===== src/rtl/fifo_ptr_pkg.sv =====
// Shared pointer helpers for the async FIFO write/read pointer blocks.
// Functions operate on PTR_MAXW-bit values; narrower pointers are zero-extended.
package fifo_ptr_pkg;

   localparam int unsigned PTR_MAXW = 17;

   typedef logic [PTR_MAXW-1:0] ptr_t;

   function automatic int unsigned fifo_depth(input int unsigned asize);
      return 32'd1 << asize;
   endfunction

   function automatic ptr_t bin2gray(input ptr_t b);
      return b ^ (b >> 1);
   endfunction

   // Leading zeros from zero-extension leave the prefix XOR unaffected.
   function automatic ptr_t gray2bin(input ptr_t g);
      ptr_t b;
      b[PTR_MAXW-1] = g[PTR_MAXW-1];
      for (int i = PTR_MAXW-2; i >= 0; i--)
         b[i] = b[i+1] ^ g[i];
      return b;
   endfunction

endpackage


===== src/rtl/gray2bin_comb.sv =====
// Combinational Gray-to-binary converter of width W.
// Shared by the write- and read-side pointer blocks.
module gray2bin_comb #(
   parameter int W = 5
) (
   input  logic [W-1:0] gray_i,
   output logic [W-1:0] bin_o
);

   for (genvar i = 0; i < W; i++) begin : g_bit
      assign bin_o[i] = ^gray_i[W-1:i];
   end

endmodule


===== src/rtl/wptr_full_gray.sv =====
// Write-side pointer/flag controller: binary counter, registered Gray pointer, full/almost-full/level.
// Define WPTR_OVF_EN to add the sticky overflow flag (wovf_o) and its clear (wovf_clr_i).
module wptr_full_gray
   import fifo_ptr_pkg::*;
#(
   parameter int ASIZE        = 4,
   parameter int AFULL_MARGIN = 2
) (
   input  logic             wclk,
   input  logic             wrst_n,
   input  logic             w_en_i,
   input  logic [ASIZE:0]   wq2_rptr_i,
`ifdef WPTR_OVF_EN
   input  logic             wovf_clr_i,
   output logic             wovf_o,
`endif
   output logic [ASIZE-1:0] waddr_o,
   output logic [ASIZE:0]   wptr_o,
   output logic             wfull_o,
   output logic             walmost_full_o,
   output logic [ASIZE:0]   wlevel_o
);

   localparam int unsigned        DEPTH    = fifo_depth(ASIZE);
   localparam logic [ASIZE+1:0]   DEPTH_W  = (ASIZE+2)'(DEPTH);
   localparam logic [ASIZE+1:0]   MARGIN_W = (ASIZE+2)'(AFULL_MARGIN);

   logic [ASIZE:0]   wbin_q, wbin_d;
   logic [ASIZE:0]   wptr_q, wptr_d;
   logic [ASIZE:0]   level_q, level_d;
   logic             wfull_q, wfull_d;
   logic             afull_q, afull_d;
   logic [ASIZE:0]   rbin;
   logic [ASIZE+1:0] free_slots;
   logic             winc;

   gray2bin_comb #(.W(ASIZE+1)) u_rptr_g2b (
      .gray_i (wq2_rptr_i),
      .bin_o  (rbin)
   );

   always_comb begin
      winc       = w_en_i & ~wfull_q;
      wbin_d     = wbin_q + {{ASIZE{1'b0}}, winc};
      wptr_d     = (wbin_d >> 1) ^ wbin_d;
      // Full when the pointers differ only in the two MSBs (one lap apart).
      wfull_d    = (wptr_d == {~wq2_rptr_i[ASIZE:ASIZE-1], wq2_rptr_i[ASIZE-2:0]});
      level_d    = wbin_d - rbin;
      free_slots = DEPTH_W - {1'b0, level_d};
      afull_d    = (free_slots <= MARGIN_W);
   end

   always_ff @(posedge wclk or negedge wrst_n) begin
      if (!wrst_n) begin
         wbin_q  <= '0;
         wptr_q  <= '0;
         level_q <= '0;
         wfull_q <= 1'b0;
         afull_q <= 1'b0;
      end else begin
         wbin_q  <= wbin_d;
         wptr_q  <= wptr_d;
         level_q <= level_d;
         wfull_q <= wfull_d;
         afull_q <= afull_d;
      end
   end

`ifdef WPTR_OVF_EN
   logic ovf_q, ovf_d;

   // Set has priority over clear.
   always_comb begin
      ovf_d = ovf_q;
      if (wovf_clr_i)
         ovf_d = 1'b0;
      if (w_en_i & wfull_q)
         ovf_d = 1'b1;
   end

   always_ff @(posedge wclk or negedge wrst_n) begin
      if (!wrst_n) ovf_q <= 1'b0;
      else         ovf_q <= ovf_d;
   end

   assign wovf_o = ovf_q;
`endif

   assign waddr_o        = wbin_q[ASIZE-1:0];
   assign wptr_o         = wptr_q;
   assign wfull_o        = wfull_q;
   assign walmost_full_o = afull_q;
   assign wlevel_o       = level_q;

endmodule


===== config.mk =====
export PLATFORM = sky130hd
export DESIGN_NAME = wptr_full_gray
export DESIGN_NICKNAME = d
export VERILOG_FILES = /design/src/rtl/fifo_ptr_pkg.sv /design/src/rtl/gray2bin_comb.sv /design/src/rtl/wptr_full_gray.sv
export SDC_FILE = /design/constraint.sdc
export NUM_CORES = 1
export LEC_CHECK = 0
export ABC_CLOCK_PERIOD_IN_PS = 3600
export BUFFER_PORTS_ARGS = -buffer_cell sky130_fd_sc_hd__clkbuf_2
export CAP_MARGIN = 30
export CORE_MARGIN = 8
export CORE_UTILIZATION = 45
export DETAILED_ROUTE_END_ITERATION = 8
export GPL_TIMING_DRIVEN = 0
export PLACE_DENSITY = 0.66
export SKIP_CTS_REPAIR_TIMING = 1
export SLEW_MARGIN = 15
export SYNTH_ARGS = -nofsm -noshare
export SYNTH_HDL_FRONTEND = slang
export SYNTH_SLANG_ARGS = --single-unit

===== constraint.sdc =====
create_clock -name wclk -period 3.6 [get_ports wclk]
set_input_delay 0.18 -clock wclk [delete_from_list [all_inputs] [get_ports wclk]]
set_output_delay 0.18 -clock wclk [all_outputs]
set_load 0.01 [all_outputs]

# [Yosys cells after proc, flatten, opt, wreduce, memory -nomap -nowiden]
# Cells that the tools add are included.
[totals] reg_bits=17 latchBits=0 mem_bits_rw=0 mem_bits_ro=0 mem_count=0
[classes] addsub=3 mul=0 n_div=0 order_cmp=1 n_eq_ne=1 n_shift=0 mux=0 bitwise_logic=4 n_reduce_logical=4
[ops] operator="<= comparator 6 x 2 -> 1 bit (second input constant)" n=1
[ops] operator="subtractor 5 x 5 -> 6 bit (first input constant)" n=1
[ops] operator="adder 5 x 1 -> 5 bit" n=1
[ops] operator="equality test 5 bit" n=1
[ops] operator="parity 5 bit" n=1
[ops] operator="subtractor 5 bit" n=1
[ops] operator="bitwise XOR 4 x 5 -> 5 bit" n=1
[ops] operator="parity 4 bit" n=1
[ops] operator="parity 3 bit" n=1
[ops] operator="NOT 2 bit" n=1
[ops] operator="parity 2 bit" n=1
[ops] operator="bitwise AND 1 bit" n=1
[ops] operator="NOT 1 bit" n=1

# [Longest topological paths before layout]
[logic_depth] depth_word=6 mapped_depth=13

# [By module]
# From an unflattened synthesis, not the netlist that was laid out.
[hier_totals] hier_cells=77 hier_area_um2=942.2
[modules_own_cells] module="wptr_full_gray" n_inst=1 cells_per_inst=71 area_each_um2=869.6
[modules_own_cells] module="gray2bin_comb" n_inst=1 cells_per_inst=6 area_each_um2=72.6

# [Least setup slack after synthesis]
# OpenSTA, ideal clock, no wires.
[synth_path] kind="input to register" start="in wq2_rptr_i[3]" end="reg afull_q, in the netlist walmost_full_o" setup_ns=0.079 arrival_time_ns=2.490 setup_slack_ns=1.031 cell_stages=13 path_buffers=0 path_cell_list="xnor2_2 > xor2_1 > xor2_1 > xnor2_1 > ha_1 > inv_1 > fa_1 > inv_1 > ha_1 > nand2b_1 > nand4_1 > a21o_1 > mux2i_1"
[synth_between] elab_chain_len=4
[synth_lines] item="start: declaration" line="wptr_full_gray.sv:12" text="input logic [ASIZE:0] wq2_rptr_i,"
[synth_lines] item="parity 5 bit / parity 4 bit (equally long branches)" line="gray2bin_comb.sv:11" text="assign bin_o[i] = ^gray_i[W-1:i];"
[synth_lines] item="subtractor 5 bit *" line="wptr_full_gray.sv:48" text="level_d = wbin_d - rbin;"
[synth_lines] item="named net level_d[1]" line="wptr_full_gray.sv:30" text="logic [ASIZE:0] level_q, level_d;"
[synth_lines] item="subtractor 5 x 5 -> 6 bit *" line="wptr_full_gray.sv:49" text="free_slots = DEPTH_W - {1'b0, level_d};"
[synth_lines] item="<= comparator 6 x 2 -> 1 bit *" line="wptr_full_gray.sv:50" text="afull_d = (free_slots <= MARGIN_W);"
[synth_lines] item="named net afull_d" line="wptr_full_gray.sv:32" text="logic afull_q, afull_d;"
[synth_lines] item="end signal: assignment" line="wptr_full_gray.sv:65" text="afull_q <= afull_d;"
[synth_lines] item="end: declaration" line="wptr_full_gray.sv:32"
# Mark *: on every way through the listed nets, which the timed path passes. The rest lies on a longest branch.

# [Worst setup path after layout]
[layout_path] start="reg wfull_q, in the netlist wfull_o" end="reg afull_q, in the netlist walmost_full_o"
[layout_between] elab_chain_len=6
[layout_lines] item="start: declaration" line="wptr_full_gray.sv:31" text="logic wfull_q, wfull_d;"
[layout_lines] item="start signal: assignment" line="wptr_full_gray.sv:64" text="wfull_q <= wfull_d;"
[layout_lines] item="NOT 1 bit" line="wptr_full_gray.sv:43" text="winc = w_en_i & ~wfull_q;"
[layout_lines] item="bitwise AND 1 bit" line="wptr_full_gray.sv:43"
[layout_lines] item="adder 5 x 1 -> 5 bit" line="wptr_full_gray.sv:44" text="wbin_d = wbin_q + {{ASIZE{1'b0}}, winc};"
[layout_lines] item="named net wbin_d[1]" line="wptr_full_gray.sv:28" text="logic [ASIZE:0] wbin_q, wbin_d;"
[layout_lines] item="subtractor 5 bit" line="wptr_full_gray.sv:48"
[layout_lines] item="named net level_d[1]" line="wptr_full_gray.sv:30"
[layout_lines] item="subtractor 5 x 5 -> 6 bit" line="wptr_full_gray.sv:49"
[layout_lines] item="<= comparator 6 x 2 -> 1 bit" line="wptr_full_gray.sv:50"
[layout_lines] item="named net afull_d" line="wptr_full_gray.sv:32"
# The timed path passes the listed nets, and every way through them passes these cells.

==> results.json <==
{
  "wl_per_cell_um": 12.8,
  "synth_fp_nets": 96,
  "design_area_sq_um": 1150,
  "path_max_fanout": 7,
  "worstMarginPinSlew_ps": 399,
  "fin_skew_ps": 11.7,
  "critical_path_arrival_ps": 2890,
  "post_dp_cell_area_sq_um": 1100,
  "vias": 648,
  "layout.cells.non_filler": 134,
  "finalSetupViolCount": 0,
  "first_pass_iters": 4,
  "fin_hold_ws_ps": 324,
  "hold_viol_final": 0,
  "cts_sinks": 16,
  "cts_buffers": 3,
  "power_density_nw_per_um2": 1150,
  "synth.distinct_cells": 30,
  "syn_to_final_growth_pct": 20.5,
  "clkPwrFrac_pct": 8.8,
  "yosys.area.top_type": "dfrtp_1",
  "core_area_sq_um": 1980,
  "start_util_pct": 48.0,
  "switching_power_mw": 0.580,
  "maxCapViolCount": 0,
  "hold_start": "wq2_rptr_i[2]",
  "hpwl_um": 1420,
  "synth_top_area_share_pct": 42.1,
  "io_pins": 24,
  "grt_overflow": 0,
  "swShare_pct": 44.1,
  "ys_warn_count": 0,
  "start_kind": "register",
  "relSlewSlack_pct": 73.4,
  "grt_pass1_wl_um": 2730,
  "port_buffers": 23,
  "num-fill-cells": 173,
  "syn-instance-count": 79,
  "ys_seq_area_share_pct": 42.1,
  "cts_root_buffer": "clkbuf_4",
  "track_usage_pct": 9.84,
  "grt_pass1_vias": 621,
  "nets": 125,
  "place_congestion": 0.730,
  "clk_latency_ps": 280,
  "row_count": 16,
  "routed_wl_um": 1720,
  "worstHoldPathType": "in2reg",
  "worstSetupEndpointType": "register",
  "finalCritPeriodShare_pct": 74.8,
  "synth.avg_cell_area_sq_um": 12.0,
  "via_per_inst": 4.84,
  "max_freq_mhz": 371,
  "antenna_cells": 0,
  "path_class": "reg2reg",
  "p_leak_nw": 0.572,
  "die_area_sq_um": 3840,
  "combPwrFrac_pct": 65.5,
  "synth_seq_cells": 16,
  "dp.cells": 129,
  "finalMaxSlewViolations": 0,
  "grt_max_degree": 17,
  "pwr-share-seq_pct": 25.6,
  "antenna_found_initial": 0,
  "period_needed_ps": 2690,
  "final_layout_size_suffix_gt1_share_pct": 29.9,
  "cts_tree": "built",
  "netlist_area_sq_um": 951,
  "worstPathRequired_ps": 3800,
  "drtAntennaViolNets": 0,
  "status": "finished clean",
  "die_x_um": 62.0,
  "ir_worst_vdd_v": 0.000626,
  "startpoint": "wfull_o",
  "r2r_start": "wfull_o",
  "totalNegativeSetupSlack_ps": 0,
  "intPower_mw": 0.735,
  "yosys-top-cells-area": "dfrtp_1 (42%), ha_1 (11%), xnor2_1 (8.3%)",
  "clkTransAtPathRegs_ps": 100,
  "drtIter0Drc": 13,
  "clockBufferDepth": 2,
  "drc": 0,
  "rsz0062_at_grt": "false",
  "die_h_um": 62.0,
  "cts_max_level": 1
}
## cell usage after synthesis
cell type / count
mux2i_1: 2
o21ai_0: 1
nor3b_1: 1
a21o_1: 3
a21oi_1: 1
ha_1: 8
nand3_1: 1
xor3_1: 1
nand2b_1: 1
and2_1: 2
nor2b_1: 2
nand2_1: 2
dfrtp_1: 16
nor2_1: 2
xnor2_2: 1
o211ai_1: 1
o2111ai_1: 1
nand4_1: 1
xor2_2: 1
inv_1: 5
xnor2_1: 9
nor4_2: 1
o2bb2ai_1: 1
xor2_1: 9
and3b_2: 1
nand3_2: 1
a21boi_0: 1
fa_1: 1
or3_1: 1
and3b_1: 1
## state kept, by name, indices dropped and copies added (netlist names)
register and cells:
wbin_q 5, wlevel_o 5, wptr_o 4, walmost_full_o 1, wfull_o 1
## logic make-up after synthesis
| family | share of synthesized area [%] |
|---|---|
| compound gates | 6.84 |
| buf+inv | 1.97 |
| simple gates | 11.8 |
| mux | 2.11 |
| flops | 42.1 |
| fa+ha+maj | 12.6 |
| xor+xnor | 22.5 |
## stage by stage
stage	worst slack [ps]	power (mW)	utilization, %
final	906	1.32	57.8
after global routing	698	1.45	57.8
after detailed placement	619	1.22	55.5
after floorplan	1030	0.988	-
after CTS	891	1.34	57.3
after global placement	681	1.19	55.5
## area by class of cell
| cell class | count | area (sq um) | area share [%] |
|---|---|---|---|
| multi-input combinational | 58 | 532 | 46.4 |
| sequential | 16 | 400 | 34.9 |
| inverter | 5 | 18.8 | 1.64 |
| clock buffer | 4 | 36.3 | 3.17 |
| timing repair buffer | 24 | 125 | 10.9 |
| tap | 27 | 33.8 | 2.95 |
## path summary, 6_finish.rpt
path | end | slack, ps | cells past startpoint
hold reg to reg | wbin_q[4] | 610 | 1
setup reg to reg | walmost_full_o | 910 | 10
max in group asynchronous | wlevel_o[4] | 2960 | 2
min in group asynchronous | wfull_o | 350 | 2
setup / recovery | walmost_full_o | 910 | 10
hold / removal | wfull_o | 320 | 3
## placed cells by master, fill, tap and decap left out, types with 2 or more instances in the layout
cell / n
nand2_1: 2
nor2_1: 2
a21o_1: 3
mux2i_1: 2
nor2b_1: 2
xor2_1: 9
inv_1: 5
clkbuf_2: 23
clkbuf_4: 3
dfrtp_1: 16
and2_1: 2
xnor2_1: 9
ha_1: 8
## critical path, cell delays in order (launching register included)
cell      delay [ps]
dfrtp_1          390
nor2b_1          130
ha_1             230
ha_1             350
fa_1             680
inv_1             70
ha_1             270
nand2b_1          90
nand4_1           90
a21o_1           170
mux2i_1          130
## layer usage
layer	vias up	part of all wire (%)	GRT usage (%)
li1	321	-	-
met1	312	47	12.0
met2	13	47	15.2
met3	2	4.5	1.23
met4	0	1.6	7.79
met5	-	0	0
## power by group through the flow
stage	combinational (mW)	sequential, mW	clock [mW]
finish	0.862	0.337	0.116
global route	0.973	0.349	0.125
CTS	0.878	0.337	0.121
detailed placement	0.876	0.342	0
global placement	0.846	0.339	0
floorplan	0.604	0.384	0
Note: power is estimated with default switching activity, not from simulation.
